--- config.mk ---
export PLATFORM = sky130hd
export DESIGN_NAME = seq_mult_hs
export DESIGN_NICKNAME = d
export VERILOG_FILES = /design/src/rtl/mult_pkg.sv /design/src/rtl/mult_datapath.sv /design/src/rtl/seq_mult_hs.sv
export SDC_FILE = /design/constraint.sdc
export NUM_CORES = 1
export LEC_CHECK = 0
export ABC_AREA = 0
export CAP_MARGIN = 20
export CORE_MARGIN = 3
export CORE_UTILIZATION = 58
export CTS_CLUSTER_DIAMETER = 50
export CTS_CLUSTER_SIZE = 14
export DETAILED_ROUTE_END_ITERATION = 16
export MAX_ROUTING_LAYER = met4
export PLACE_DENSITY_LB_ADDON = 0.08
export SYNTH_ARGS = -nofsm -noshare
export SYNTH_HDL_FRONTEND = slang
export SYNTH_SLANG_ARGS = --single-unit
export TNS_END_PERCENT = 30
--- constraint.sdc ---
create_clock -name clk -period 4.4 [get_ports clk]
set_clock_uncertainty 0.05 [all_clocks]
set_input_delay 0.66 -clock clk [delete_from_list [all_inputs] [get_ports clk]]
set_output_delay 0.66 -clock clk [all_outputs]
set_load 0.01 [all_outputs]
--- src/rtl/mult_pkg.sv ---
// Shared types and helpers for the handshaked sequential multiplier.
// State encoding and counter sizing live here so control and bench agree.
package mult_pkg;

  typedef enum logic [1:0] {
    IDLE,
    RUN,
    DONE
  } state_t;

  // Width needed for a counter that must reach w.
  function automatic int cnt_w(input int w);
    return $clog2(w + 1);
  endfunction

endpackage

--- src/rtl/mult_datapath.sv ---
// Shift-add datapath: operand magnitudes, accumulator and signed fixup.
// Control supplies load/step/last and the running bit index.
module mult_datapath #(
  parameter int WIDTH = 8,
  parameter int CW    = 4
) (
  input  logic               clk,
  input  logic               rst_n,
  input  logic               load,
  input  logic               step,
  input  logic               last,
  input  logic [WIDTH-1:0]   a,
  input  logic [WIDTH-1:0]   b,
  input  logic               signed_mode,
  input  logic [CW-1:0]      count,
  output logic               shift_zero,
  output logic [2*WIDTH-1:0] product
);

  logic [WIDTH-1:0]   mcand;
  logic [WIDTH-1:0]   mplr;
  logic [WIDTH-1:0]   mag_a;
  logic [WIDTH-1:0]   mag_b;
  logic [2*WIDTH-1:0] acc;
  logic [2*WIDTH-1:0] addend;
  logic [2*WIDTH-1:0] acc_next;
  logic               neg;

  // -2^(WIDTH-1) negates to itself, which reads correctly as unsigned.
  assign mag_a = (signed_mode && a[WIDTH-1]) ? -a : a;
  assign mag_b = (signed_mode && b[WIDTH-1]) ? -b : b;

  assign shift_zero = (mplr[WIDTH-1:1] == '0);

  always_comb begin
    addend = '0;
    if (mplr[0])
      addend = {{WIDTH{1'b0}}, mcand} << count;
    acc_next = acc + addend;
  end

  always_ff @(posedge clk) begin
    if (!rst_n) begin
      mcand   <= '0;
      mplr    <= '0;
      acc     <= '0;
      neg     <= 1'b0;
      product <= '0;
    end else if (load) begin
      mcand <= mag_a;
      mplr  <= mag_b;
      acc   <= '0;
      neg   <= signed_mode & (a[WIDTH-1] ^ b[WIDTH-1]);
    end else if (step) begin
      acc  <= acc_next;
      mplr <= mplr >> 1;
      if (last)
        product <= neg ? -acc_next : acc_next;
    end
  end

endmodule

--- src/rtl/seq_mult_hs.sv ---
// Handshaked sequential multiplier: FSM, bit counter and handshakes.
// Arithmetic is delegated to mult_datapath.
module seq_mult_hs
  import mult_pkg::*;
#(
  parameter int WIDTH      = 8,
  parameter int EARLY_EXIT = 0
) (
  input  logic               clk,
  input  logic               rst_n,
  input  logic               in_valid,
  output logic               in_ready,
  input  logic [WIDTH-1:0]   a,
  input  logic [WIDTH-1:0]   b,
  input  logic               signed_mode,
  output logic               out_valid,
  input  logic               out_ready,
  output logic [2*WIDTH-1:0] product,
  output logic               busy
);

  localparam int CW = cnt_w(WIDTH);

  state_t        state;
  state_t        state_next;
  logic [CW-1:0] count;
  logic          accept;
  logic          run;
  logic          last;
  logic          shift_zero;

  assign in_ready  = (state == IDLE);
  assign out_valid = (state == DONE);
  assign busy      = (state != IDLE);
  assign run       = (state == RUN);
  assign accept    = in_valid && in_ready;

  assign last = (count == CW'(WIDTH - 1))
             || ((EARLY_EXIT != 0) && shift_zero);

  always_comb begin
    state_next = state;
    unique case (1'b1)
      (state == IDLE): if (in_valid)  state_next = RUN;
      (state == RUN):  if (last)      state_next = DONE;
      (state == DONE): if (out_ready) state_next = IDLE;
      default:         state_next = IDLE;
    endcase
  end

  always_ff @(posedge clk) begin
    if (!rst_n)
      state <= IDLE;
    else
      state <= state_next;
  end

  always_ff @(posedge clk) begin
    if (!rst_n)
      count <= '0;
    else if (accept)
      count <= '0;
    else if (run)
      count <= count + CW'(1);
  end

  mult_datapath #(
    .WIDTH (WIDTH),
    .CW    (CW)
  ) u_dp (
    .clk         (clk),
    .rst_n       (rst_n),
    .load        (accept),
    .step        (run),
    .last        (last),
    .a           (a),
    .b           (b),
    .signed_mode (signed_mode),
    .count       (count),
    .shift_zero  (shift_zero),
    .product     (product)
  );

endmodule

==> flow_summary.ini <==
[timing]
fin_tns_setup_ns = 0
max-slew-margin-rel_pct = 33.4
report.final.slew_viol_count = 0
worst_pin_slew_ns = 0.998
finalHoldViolCount = 0
period_needed_ns = 4.03
rsz_0062_raised_after_global_routing = false
final_min_period_over_clock_period_pct = 91.5
finalSetupViolCount = 0
maxClockFrequency_mhz = 248

[placed_design]
place_congestion = 0.989
placed_cells = 650
dp.final_hpwl_mm = 8.27
port-buffer-count = 39

[worst_setup_path]
critPathMaxStageDelay_ns = 0.55
cp_max_fo = 10
path_cells = mux2_2 > o21ai_0 > nor2_1 > a31oi_1 > nor2_1 > ha_1 > o21ai_0 > nor2_1 > nor2_1 > or4_4 > or3b_4 > o31ai_2 > xor2_1 > a211oi_1
cp-start-kind = flop
end_kind = flop
crit_top_cell = sky130_fd_sc_hd__nor2_1
cell_family_contributing_the_most_delay_on_the_critical_path = simple AND/OR/NAND/NOR gates
worstRegToRegCells = 14
endpoint_required_time_on_the_critical_path_ns = 4.58
critPathBufInv = 0
worst-path-stages = 14
critPathSlowestCell = sky130_fd_sc_hd__or4_4
worst-endpoint-arrival_ns = 4.20
critPathKind = reg -> reg

[floorplanning]
core.rowCount = 30
die_y_um = 90.2
die-area_sq_um = 8130
die_width_um = 90.2
pin_count = 40
design.core.area_sq_um = 6830
initial_core_util_pct = 60.1

[final_layout]
multi_input_area_sq_um = 2820
fillCellCount = 598
final-seq-area_sq_um = 1100
drive_gt1_share_pct = 8.54
antennaDiodeCount = 0
commonest_cells_after_routing_fill_and_taps_aside = sky130_fd_sc_hd__nand2_1, sky130_fd_sc_hd__nor2_1, sky130_fd_sc_hd__dfxtp_1, sky130_fd_sc_hd__clkdlybuf4s50_1, sky130_fd_sc_hd__a21oi_1
area_growth_pct = 15.0
final_cell_count_no_fill = 658
layout.nets = 602
leading_cell_type_in_the_layout_fill_and_taps_excluded = sky130_fd_sc_hd__nand2_1

[routing]
detail_route.wl_per_cell_um = 16.9
routed_wirelength_mm = 11.1
first_iter_violations = 277
num_vias = 4091
final_antenna_net_count = 0
detail_route.vias_per_cell = 6.22
drt_pass1_iterations = 4
drc = 0

[synth]
post_synth_main_area_contributors = sky130_fd_sc_hd__dfxtp_1, sky130_fd_sc_hd__nand2_1, sky130_fd_sc_hd__ha_1
yosysTopAreaCell = sky130_fd_sc_hd__dfxtp_1
edff_count_synth = 0
ys_async_sr_fraction_pct = 0
count_of_state_elements_after_synthesis = 55
synthDominantCellAreaShare_pct = 26.8
synthCells = 534
synth_seq_area_share_pct = 26.8
post_synth.cell_area_avg_sq_um = 7.69
synth_nets = 575
syn-cell-area_sq_um = 4110
synth.lib_cells_used.distinct = 68
synth_flop_cell = sky130_fd_sc_hd__dfxtp_1
ys.warnings.count = 0

[grt]
grt_pass1_vias = 3651
grt_overflow = 0
grt_use_total_pct = 27.4
grt_antenna_before_repair = 0
grt_max_degree = 33
grt_first_pass_wirelength_mm = 17.9

[clock_tree]
root_buffer = sky130_fd_sc_hd__clkbuf_8
clk-insertion-delay-late_ns = 0.32
htree_num_levels = 2
clk_pin_slew_worst_paths_ns = 0.10
cts_setup_buffers = 0
cts.path.max_buffers = 2
cts_tree = built
cts_buffers = 5
clock_sink_count = 55

[power]
pwr_density_cell_nw_per_um2 = 243
leakage_power_total_uw = 0.00177
vdd_drop_max_mv = 0.142

[status]
run_status = finished, final reports clean

[worst_hold_path]
hold_path_stages = 2
min-delay-path-class = reg -> reg

[job]
cap_viol_max_count = 0
registers in the layout, summed over array words and instances (netlist names):
signal	flops
count	4
u_dp.neg	1
u_dp.acc	16
u_dp.product	16
u_dp.mcand	8
u_dp.mplr	8
state	2
cell usage after synthesis (all sizes together) (3+ instances only):
library cell / n
o31ai: 5
o21a: 3
a2111oi: 5
mux2i: 7
xor2: 15
nor2b: 8
nor3: 15
nand3: 12
o22ai: 4
dfxtp: 55
a21o: 6
xnor2: 16
buf: 7
ha: 19
nand2: 76
inv: 14
o21ai: 23
a311oi: 10
nand3b: 4
a211o: 5
nor4: 4
and3: 4
nor2: 61
clkbuf: 26
a21oi: 37
o211ai: 6
a211oi: 19
nand2b: 3
a311o: 3
and2: 9
nand4: 6
or3: 5
a31oi: 5
mux2: 6
where the power goes:
| group | switching (uW) | internal, uW | leakage (uW) |
|---|---|---|---|
| clock | 177 | 228 | 0.0000654 |
| sequential | 19.5 | 514 | 0.000448 |
| combinational | 124 | 86.6 | 0.00125 |
| total | 321 | 829 | 0.00177 |
path summary, 6_finish.rpt:
check	from	endpoint	slack, ns
max	count[1]	u_dp.product[10]	0.37
min reg2reg	u_dp.product[2]	u_dp.product[2]	0.42
max reg2reg	count[1]	u_dp.product[10]	0.37
min	u_dp.product[2]	u_dp.product[2]	0.42
worst reg2reg max path, cell delays in order (launching register included):
cell and delay [ns]:
sky130_fd_sc_hd__dfxtp_2 0.45, sky130_fd_sc_hd__mux2_2 0.37, sky130_fd_sc_hd__o21ai_0 0.21, sky130_fd_sc_hd__nor2_1 0.06, sky130_fd_sc_hd__a31oi_1 0.22, sky130_fd_sc_hd__nor2_1 0.10
sky130_fd_sc_hd__ha_1 0.46, sky130_fd_sc_hd__o21ai_0 0.17, sky130_fd_sc_hd__nor2_1 0.21, sky130_fd_sc_hd__nor2_1 0.12, sky130_fd_sc_hd__or4_4 0.55, sky130_fd_sc_hd__or3b_4 0.44
sky130_fd_sc_hd__o31ai_2 0.22, sky130_fd_sc_hd__xor2_1 0.09, sky130_fd_sc_hd__a211oi_1 0.23
layout make-up:
| class | instances | share of cell area [%] |
|---|---|---|
| multi-input combinational | 431 | 59.6 |
| sequential | 55 | 23.4 |
| timing repair buffer | 53 | 10.5 |
| tap | 96 | 2.54 |
| clock buffer | 6 | 1.54 |
| clock inverter | 2 | 1.27 |
| inverter | 15 | 1.19 |
per-stage QoR:
stage          power [uW]  util (%)  instance area, sq um  setup slack, ns  hold slack [ns]
2_1_floorplan         683         -                  4110            0.585            0.391
3_3_place_gp          745      67.1                  4580            0.372            0.396
3_5_place_dp          751      67.1                  4580            0.265            0.398
4_1_cts              1150      69.0                  4720            0.246            0.419
5_1_grt              1200      69.2                  4730           0.0419            0.435
6_report             1150      69.2                  4730            0.374            0.417
per-layer routing:
| metal | vias up | GRT usage [%] | part of all wire (%) |
|---|---|---|---|
| li1 | 2000 | - | - |
| met1 | 1911 | 39.0 | 48 |
| met2 | 157 | 40.8 | 44 |
| met3 | 23 | 3.18 | 6.0 |
| met4 | 0 | 8.29 | 2.2 |
| met5 | - | - | 0 |
repair_timing:
action / CTS / global route
endpoints found under the setup margin: 0 / 7
gates resized for setup: 0 / 3
hold buffers: 0 / 0
cells by family after synthesis:
family / share of synthesized area, %
compound gates: 26.6
fa+ha+maj: 6.27
flops: 26.8
buf+inv: 4.81
mux: 4.45
simple gates: 24.5
xor+xnor: 6.61
No activity file was read; power rests on OpenSTA's default activity.
